<file path="src/rtl/mem_bus_arbiter_pkg.sv">
// Shared types and constants for the memory bus arbiter.
// Contents: arbiter state encoding, bus word width, stall-bus bit positions.
package mem_bus_arbiter_pkg;

    typedef enum logic [1:0] {
        ARB_IDLE = 2'b00,
        ARB_IBUS = 2'b01,
        ARB_DBUS = 2'b10
    } arb_state_e;

    localparam int          REG_W     = 32;
    localparam int          SEL_W     = 4;
    localparam int          STALL_W   = 6;
    localparam int          STALL_IF  = 1;   // IF/ID frozen
    localparam int          STALL_MEM = 4;   // MEM/WB frozen
    localparam logic [31:0] ZERO_WORD = 32'h0;
    localparam logic [3:0]  SEL_ALL   = 4'hF;

endpackage

</file>
<file path="src/rtl/mem_bus_arbiter_if.sv">
// External memory bus between the arbiter (master) and the memory (slave).
// Signals:
//   bus_cyc   master->slave  transaction active, doubles as strobe
//   bus_we    master->slave  write enable
//   bus_sel   master->slave  byte enables
//   bus_addr  master->slave  address
//   bus_wdata master->slave  write data
//   bus_err   master->slave  one-cycle pulse when a transaction is aborted
//   bus_rdata slave->master  read data, valid with bus_ack
//   bus_ack   slave->master  transaction complete
interface mem_bus_arbiter_if;
    import mem_bus_arbiter_pkg::*;

    logic             bus_cyc;
    logic             bus_we;
    logic [SEL_W-1:0] bus_sel;
    logic [REG_W-1:0] bus_addr;
    logic [REG_W-1:0] bus_wdata;
    logic             bus_err;
    logic [REG_W-1:0] bus_rdata;
    logic             bus_ack;

    modport master (
        output bus_cyc, bus_we, bus_sel, bus_addr, bus_wdata, bus_err,
        input  bus_rdata, bus_ack
    );

    modport slave (
        input  bus_cyc, bus_we, bus_sel, bus_addr, bus_wdata, bus_err,
        output bus_rdata, bus_ack
    );

endinterface

</file>
<file path="src/rtl/mem_bus_arbiter.sv">
// Shares one external memory bus between instruction fetch and the MEM stage.
// Data accesses win over fetches; results are held while the requesting
// stage is frozen and dropped when a flush cancels the transaction.
// Ports:
//   clk, rst (async, active-low)
//   stall[5:0] from ctrl, flush pulse
//   IF side : if_req, if_addr -> if_rdata, stallreq_if
//   MEM side: mem_req, mem_we, mem_sel, mem_addr, mem_wdata -> mem_rdata, stallreq_mem
//   bus     : mem_bus_arbiter_if.master
// Build option: BUS_TIMEOUT_EN adds a TIMEOUT_CYCLES watchdog that aborts a
// transaction with no ack, pulses bus_err and completes it with a zero word.
// Without it the arbiter waits for ack indefinitely and bus_err is tied low.
//
// state    | meaning
// ARB_IDLE | no transaction; picks the next requester
// ARB_IBUS | instruction fetch on the bus, waiting for ack
// ARB_DBUS | data load/store on the bus, waiting for ack
module mem_bus_arbiter
    import mem_bus_arbiter_pkg::*;
#(
    parameter int unsigned TIMEOUT_CYCLES = 255
)
(
    input  logic               clk,
    input  logic               rst,
    input  logic [STALL_W-1:0] stall,
    input  logic               flush,
    input  logic               if_req,
    input  logic [REG_W-1:0]   if_addr,
    output logic [REG_W-1:0]   if_rdata,
    output logic               stallreq_if,
    input  logic               mem_req,
    input  logic               mem_we,
    input  logic [SEL_W-1:0]   mem_sel,
    input  logic [REG_W-1:0]   mem_addr,
    input  logic [REG_W-1:0]   mem_wdata,
    output logic [REG_W-1:0]   mem_rdata,
    output logic               stallreq_mem,
    mem_bus_arbiter_if.master  bus
);

    arb_state_e       state_q, state_d;
    logic             bus_cyc_q, bus_cyc_d;
    logic             bus_we_q, bus_we_d;
    logic [SEL_W-1:0] bus_sel_q, bus_sel_d;
    logic [REG_W-1:0] bus_addr_q, bus_addr_d;
    logic [REG_W-1:0] bus_wdata_q, bus_wdata_d;
    logic [REG_W-1:0] if_rdata_q, if_rdata_d;
    logic [REG_W-1:0] mem_rdata_q, mem_rdata_d;
    logic             i_done_q, i_done_d;
    logic             d_done_q, d_done_d;
    logic             i_cancel_q, i_cancel_d;
    logic             d_cancel_q, d_cancel_d;

    logic             i_want, d_want;
    logic             tmo_hit;
    logic             xfer_end;
    logic [REG_W-1:0] xfer_data;
    logic             stall_unused;

    assign stall_unused = ^{stall[5], stall[3:2], stall[0]};

`ifdef BUS_TIMEOUT_EN
    localparam int CNT_W = (TIMEOUT_CYCLES > 1) ? $clog2(TIMEOUT_CYCLES) : 1;
    localparam logic [CNT_W-1:0] TMO_LAST = CNT_W'(TIMEOUT_CYCLES - 1);

    logic [CNT_W-1:0] tmo_cnt_q, tmo_cnt_d;
    logic             bus_err_q, bus_err_d;

    assign tmo_hit     = !bus_ack_w() && (tmo_cnt_q == TMO_LAST);
    assign bus.bus_err = bus_err_q;
`else
    assign tmo_hit     = 1'b0;
    assign bus.bus_err = 1'b0;
`endif

    function automatic logic bus_ack_w();
        return bus.bus_ack;
    endfunction

    // Stall requests are held off during reset so ctrl sees a quiet arbiter.
    assign d_want       = mem_req && !d_done_q && !flush;
    assign i_want       = if_req && !i_done_q && !flush;
    assign stallreq_mem = rst && d_want;
    assign stallreq_if  = rst && i_want;

    assign xfer_end  = bus.bus_ack || tmo_hit;
    assign xfer_data = bus.bus_ack ? bus.bus_rdata : ZERO_WORD;

    always_comb begin
        state_d     = state_q;
        bus_cyc_d   = bus_cyc_q;
        bus_we_d    = bus_we_q;
        bus_sel_d   = bus_sel_q;
        bus_addr_d  = bus_addr_q;
        bus_wdata_d = bus_wdata_q;
        if_rdata_d  = if_rdata_q;
        mem_rdata_d = mem_rdata_q;
        i_done_d    = i_done_q;
        d_done_d    = d_done_q;
        i_cancel_d  = i_cancel_q;
        d_cancel_d  = d_cancel_q;
`ifdef BUS_TIMEOUT_EN
        tmo_cnt_d   = tmo_cnt_q;
        bus_err_d   = 1'b0;
`endif

        // Done flags fall once the stage advances; a completion below wins.
        if (!stall[STALL_IF] || flush) begin
            i_done_d = 1'b0;
        end
        if (!stall[STALL_MEM] || flush) begin
            d_done_d = 1'b0;
        end

        case (state_q)
            ARB_IDLE: begin
                if (d_want) begin
                    state_d     = ARB_DBUS;
                    bus_cyc_d   = 1'b1;
                    bus_we_d    = mem_we;
                    bus_sel_d   = mem_sel;
                    bus_addr_d  = mem_addr;
                    bus_wdata_d = mem_wdata;
                    d_cancel_d  = 1'b0;
`ifdef BUS_TIMEOUT_EN
                    tmo_cnt_d   = '0;
`endif
                end else if (i_want) begin
                    state_d     = ARB_IBUS;
                    bus_cyc_d   = 1'b1;
                    bus_we_d    = 1'b0;
                    bus_sel_d   = SEL_ALL;
                    bus_addr_d  = if_addr;
                    bus_wdata_d = ZERO_WORD;
                    i_cancel_d  = 1'b0;
`ifdef BUS_TIMEOUT_EN
                    tmo_cnt_d   = '0;
`endif
                end
            end

            ARB_IBUS, ARB_DBUS: begin
                if (xfer_end) begin
                    state_d   = ARB_IDLE;
                    bus_cyc_d = 1'b0;
`ifdef BUS_TIMEOUT_EN
                    bus_err_d = tmo_hit;
`endif
                    // A flush arriving with the ack counts as a cancel.
                    if (state_q == ARB_IBUS) begin
                        if (!(i_cancel_q || flush)) begin
                            if_rdata_d = xfer_data;
                            i_done_d   = 1'b1;
                        end
                        i_cancel_d = 1'b0;
                    end else begin
                        if (!(d_cancel_q || flush)) begin
                            if (!bus_we_q || tmo_hit) begin
                                mem_rdata_d = xfer_data;
                            end
                            d_done_d = 1'b1;
                        end
                        d_cancel_d = 1'b0;
                    end
                end else begin
                    if (flush) begin
                        if (state_q == ARB_IBUS) begin
                            i_cancel_d = 1'b1;
                        end else begin
                            d_cancel_d = 1'b1;
                        end
                    end
`ifdef BUS_TIMEOUT_EN
                    tmo_cnt_d = tmo_cnt_q + 1'b1;
`endif
                end
            end

            default: begin
                state_d   = ARB_IDLE;
                bus_cyc_d = 1'b0;
            end
        endcase
    end

    always_ff @(posedge clk or negedge rst) begin
        if (!rst) begin
            state_q     <= ARB_IDLE;
            bus_cyc_q   <= 1'b0;
            bus_we_q    <= 1'b0;
            bus_sel_q   <= '0;
            bus_addr_q  <= ZERO_WORD;
            bus_wdata_q <= ZERO_WORD;
            if_rdata_q  <= ZERO_WORD;
            mem_rdata_q <= ZERO_WORD;
            i_done_q    <= 1'b0;
            d_done_q    <= 1'b0;
            i_cancel_q  <= 1'b0;
            d_cancel_q  <= 1'b0;
`ifdef BUS_TIMEOUT_EN
            tmo_cnt_q   <= '0;
            bus_err_q   <= 1'b0;
`endif
        end else begin
            state_q     <= state_d;
            bus_cyc_q   <= bus_cyc_d;
            bus_we_q    <= bus_we_d;
            bus_sel_q   <= bus_sel_d;
            bus_addr_q  <= bus_addr_d;
            bus_wdata_q <= bus_wdata_d;
            if_rdata_q  <= if_rdata_d;
            mem_rdata_q <= mem_rdata_d;
            i_done_q    <= i_done_d;
            d_done_q    <= d_done_d;
            i_cancel_q  <= i_cancel_d;
            d_cancel_q  <= d_cancel_d;
`ifdef BUS_TIMEOUT_EN
            tmo_cnt_q   <= tmo_cnt_d;
            bus_err_q   <= bus_err_d;
`endif
        end
    end

    assign bus.bus_cyc   = bus_cyc_q;
    assign bus.bus_we    = bus_we_q;
    assign bus.bus_sel   = bus_sel_q;
    assign bus.bus_addr  = bus_addr_q;
    assign bus.bus_wdata = bus_wdata_q;
    assign if_rdata      = if_rdata_q;
    assign mem_rdata     = mem_rdata_q;

endmodule

</file>
<file path="src/flat_wrapper.sv">
// flat-port wrapper written by rule: the top's interface ports become plain ports
module mem_bus_arbiter_flat import mem_bus_arbiter_pkg::*;
#(
    parameter int unsigned TIMEOUT_CYCLES = 255
)
  (clk, rst, stall, flush, if_req, if_addr, if_rdata, stallreq_if, mem_req, mem_we, mem_sel, mem_addr, mem_wdata, mem_rdata, stallreq_mem, bus_bus_cyc, bus_bus_we, bus_bus_sel, bus_bus_addr, bus_bus_wdata, bus_bus_err, bus_bus_rdata, bus_bus_ack);
  mem_bus_arbiter_if bus_i ();
  input  logic clk;
  input  logic rst;
  input  logic [STALL_W-1:0] stall;
  input  logic flush;
  input  logic if_req;
  input  logic [REG_W-1:0] if_addr;
  output logic [REG_W-1:0] if_rdata;
  output logic stallreq_if;
  input  logic mem_req;
  input  logic mem_we;
  input  logic [SEL_W-1:0] mem_sel;
  input  logic [REG_W-1:0] mem_addr;
  input  logic [REG_W-1:0] mem_wdata;
  output logic [REG_W-1:0] mem_rdata;
  output logic stallreq_mem;
  output wire logic [$bits(bus_i.bus_cyc)-1:0] bus_bus_cyc;
  output wire logic [$bits(bus_i.bus_we)-1:0] bus_bus_we;
  output wire logic [$bits(bus_i.bus_sel)-1:0] bus_bus_sel;
  output wire logic [$bits(bus_i.bus_addr)-1:0] bus_bus_addr;
  output wire logic [$bits(bus_i.bus_wdata)-1:0] bus_bus_wdata;
  output wire logic [$bits(bus_i.bus_err)-1:0] bus_bus_err;
  input wire logic [$bits(bus_i.bus_rdata)-1:0] bus_bus_rdata;
  input wire logic [$bits(bus_i.bus_ack)-1:0] bus_bus_ack;
  assign bus_bus_cyc = bus_i.bus_cyc;
  assign bus_bus_we = bus_i.bus_we;
  assign bus_bus_sel = bus_i.bus_sel;
  assign bus_bus_addr = bus_i.bus_addr;
  assign bus_bus_wdata = bus_i.bus_wdata;
  assign bus_bus_err = bus_i.bus_err;
  assign bus_i.bus_rdata = bus_bus_rdata;
  assign bus_i.bus_ack = bus_bus_ack;
  mem_bus_arbiter #(.TIMEOUT_CYCLES(TIMEOUT_CYCLES)) u_core (.clk(clk), .rst(rst), .stall(stall), .flush(flush), .if_req(if_req), .if_addr(if_addr), .if_rdata(if_rdata), .stallreq_if(stallreq_if), .mem_req(mem_req), .mem_we(mem_we), .mem_sel(mem_sel), .mem_addr(mem_addr), .mem_wdata(mem_wdata), .mem_rdata(mem_rdata), .stallreq_mem(stallreq_mem), .bus(bus_i));
endmodule
</file>
<file path="config.mk">
export PLATFORM = sky130hd
export DESIGN_NAME = mem_bus_arbiter_flat
export DESIGN_NICKNAME = d
export VERILOG_FILES = /design/src/rtl/mem_bus_arbiter_pkg.sv /design/src/rtl/mem_bus_arbiter_if.sv /design/src/rtl/mem_bus_arbiter.sv /design/src/flat_wrapper.sv
export SDC_FILE = /design/constraint.sdc
export NUM_CORES = 1
export LEC_CHECK = 0
export CAP_MARGIN = 20
export CORE_MARGIN = 2
export CORE_UTILIZATION = 42
export CTS_BUF_LIST = sky130_fd_sc_hd__clkbuf_8
export DETAILED_ROUTE_END_ITERATION = 8
export GPL_ROUTABILITY_DRIVEN = 0
export GPL_TIMING_DRIVEN = 0
export PLACE_DENSITY = 0.83
export SETUP_SLACK_MARGIN = 0.05
export SLEW_MARGIN = 20
export SYNTH_ARGS = -nofsm -noshare
export SYNTH_HDL_FRONTEND = slang
export SYNTH_SLANG_ARGS = --single-unit
</file>
<file path="constraint.sdc">
create_clock -name clk -period 2.4 [get_ports clk]
set_clock_uncertainty 0.15 [all_clocks]
set_input_delay 0.24 -clock clk [delete_from_list [all_inputs] [get_ports clk]]
set_output_delay 0.24 -clock clk [all_outputs]
set_load 0.02 [all_outputs]
</file>
==> metrics <==
mean cell area of the mapped netlist 14.0 um2; crit-path max FO 10; share of cells above drive strength 1 0.173; Starting DRT DRC Count 184; post-route ant nets 0; total nets after synthesis 560; Final Net Count 861; Diodes inserted 0; Arrival @ worst endpoint 1860 ps; number of library cell types mapped by synthesis 33; max-cap violations 0; drt wl/cell 17.8 um; count of state elements after synthesis 140; Inserted Clock Buffers 17; GR Util met1 0.256; min setup slack post-route 153 ps; clock input transition at the sequential cells of the worst setup and hold paths 80 ps; initial antenna violation count 0; synth warn 0; DR vias/cell 4.92; final number of max-transition violations 0; maximum clock rate 445 MHz; number of core rows 42; number of port buffers 275; H-tree Lvls 4; area share of the largest cell type after synthesis 0.607; unrepaired setup endpoints after global routing true; total track usage 0.223; pre-CTS setup slack -142 ps; number of top-level design ports 282; required time of the worst setup path 2010 ps; ratio of total power to cell area 1310 mW/mm2; Critical Setup Path Class reg2out; root cell of the clock tree sky130_fd_sc_hd__clkbuf_8; Static Leak 4.12 nW; die height 121 um; top area cells in the synthesized netlist sky130_fd_sc_hd__dfrtp_1 61%, sky130_fd_sc_hd__mux2_4 7.8%, sky130_fd_sc_hd__mux2_2 6.6%; minimum clock period after layout 2250 ps; top library cells by usage in the layout, fill and taps aside 272 x sky130_fd_sc_hd__clkdlybuf4s50_1, 140 x sky130_fd_sc_hd__dfrtp_1, 35 x sky130_fd_sc_hd__nand2_1, 34 x sky130_fd_sc_hd__mux2_2, 33 x sky130_fd_sc_hd__a22o_1; final routed DRC violation total 0; result of the run finished, final reports clean; via count of the first global-routing pass 4,779; Syn Inst Count 411; class of the most critical hold timing path in2reg; summed negative setup slack over all endpoints 0 ps; Die Wd 121 um; sort of element at the start of the critical path flip-flop; largest buffer count on any clock path 2; IR Drop Worst-Case VDD 0.647 mV; core region area 0.0133 mm2; Clk Latency, worst-skew pair 430 ps; cell accounting for the most synthesized area sky130_fd_sc_hd__dfrtp_1; die area 0.0147 mm2; setup violators final 0; cell area after technology mapping 0.00577 mm2; maximum number of pins on one net before global-route repair 82; drt first pass iters 4; synthesis-to-layout area growth 60.9%; TritonCTS clock tree yes; wirelength, routed 16,100 um; fraction of the cycle the final worst path needs 0.936; overall via count from detail_route 4,432; GRT busiest layer met2; critical path capture point type output port; Clock Sinks 140; wire length of the first global-routing pass 25,100 um; initial cell density of the core 0.433; most common cell after layout, fill and taps aside sky130_fd_sc_hd__clkdlybuf4s50_1; fraction of the yosys area taken by sequential cells 0.607; met2 Usage GRT 0.397; GRT overflow 0; HPWL after detailed placement 12,000 um; Final Hold Fails 0; met3 track demand over resource 0.0742
stage by stage:
stage / util / hold slack, ps / instances / total power, mW / instance area [um2]
after global routing: 0.696 / 127 / 900 / 12.8 / 9290
after detailed placement: 0.658 / 57.6 / 863 / 10.3 / 8780
after global placement: 0.655 / 286 / 862 / 10.1 / 8750
after CTS: 0.694 / -320 / 898 / 12.3 / 9270
after floorplan: - / -206 / 411 / 7.23 / 5770
final: 0.696 / 120 / 900 / 12.2 / 9290
final timing paths:
path | slack (ps) | to | cells after the start | startpoint
max reg2reg | 180 | u_core.mem_rdata[22] | 7 | u_core.state_q[0]
min in group asynchronous | 280 | u_core.if_rdata[31] | 3 | rst
min reg2reg | 330 | u_core.bus.bus_addr[7] | 2 | u_core.bus.bus_addr[7]
max in group asynchronous | 830 | u_core.bus.bus_addr[8] | 5 | rst
max | 150 | stallreq_mem | 5 | u_core.d_done_q
min | 120 | u_core.state_q[0] | 5 | flush
cells in the mapped netlist (all sizes together):
cell type  instances
o22a               5
nor4               1
o21a               1
and2b              1
buf               21
nor2b              5
nor4bb             1
o22ai              2
inv                2
or3                1
nor3b              2
o21ai             33
nor2               5
conb               1
a21oi              4
and2               3
nand4b             1
mux2i             32
nand2             35
ha                 4
dfrtp            140
nand3              1
nand2b             2
mux2              66
a211oi             1
clkbuf             8
a22o              33
final cells by class:
type	instances	area, um2
fillers	942	4060
flip-flops and latches	140	3500
repair buffers	282	2880
multi-input cells	240	2060
clock buffers	21	289
well taps	176	220
plain buffers	29	213
clock inverters	10	114
inverters	2	7.51
critical path: stages (launching register included):
cell,delay [ps]
sky130_fd_sc_hd__dfrtp_1,400
sky130_fd_sc_hd__nor3b_1,200
sky130_fd_sc_hd__buf_4,170
sky130_fd_sc_hd__buf_4,200
sky130_fd_sc_hd__and2_1,140
sky130_fd_sc_hd__dlygate4sd2_1,330
logic make-up after synthesis:
logic type               after synthesis  share of synthesized area
flip-flops                           140                      0.607
multiplexers                          98                      0.204
AO/OA/AOI/OAI                         79                     0.0945
AND/OR/NAND/NOR                       58                     0.0481
buffers and inverters                 31                     0.0377
adder cells (fa/ha/maj)                4                    0.00867
other                                  1                   0.000649
sequential cells by signal (all words and copies together), names as in the netlist:
name / flops
u_core.i_cancel_q: 1
u_core.bus.bus_sel: 4
u_core.d_done_q: 1
u_core.d_cancel_q: 1
u_core.bus.bus_cyc: 1
u_core.bus.bus_wdata: 32
u_core.i_done_q: 1
u_core.bus.bus_we: 1
u_core.mem_rdata: 32
u_core.state_q: 2
u_core.bus.bus_addr: 32
u_core.if_rdata: 32
repair_timing:
| action | CTS | global route |
|---|---|---|
| setup endpoints to repair | 4 | 32 |
| hold buffers | 4 | 1 |
| hold endpoints to repair | 62 | 80 |
| setup buffers | 0 | 1 |
| gates resized for setup | 4 | 2 |
metal layers:
metal | part of all wire | vias up
li1 | - | 2060
met1 | 0.39 | 2189
met2 | 0.52 | 171
met3 | 0.079 | 12
met4 | 0.0092 | 0
met5 | 0 | -
report_power, final:
group / switching, mW / total (mW) / internal [mW]
logic: 2.88 / 6.12 / 3.24
clock network: 0.895 / 1.92 / 1.03
registers: 0.652 / 4.14 / 3.49
(Power assumes the default switching activity.)
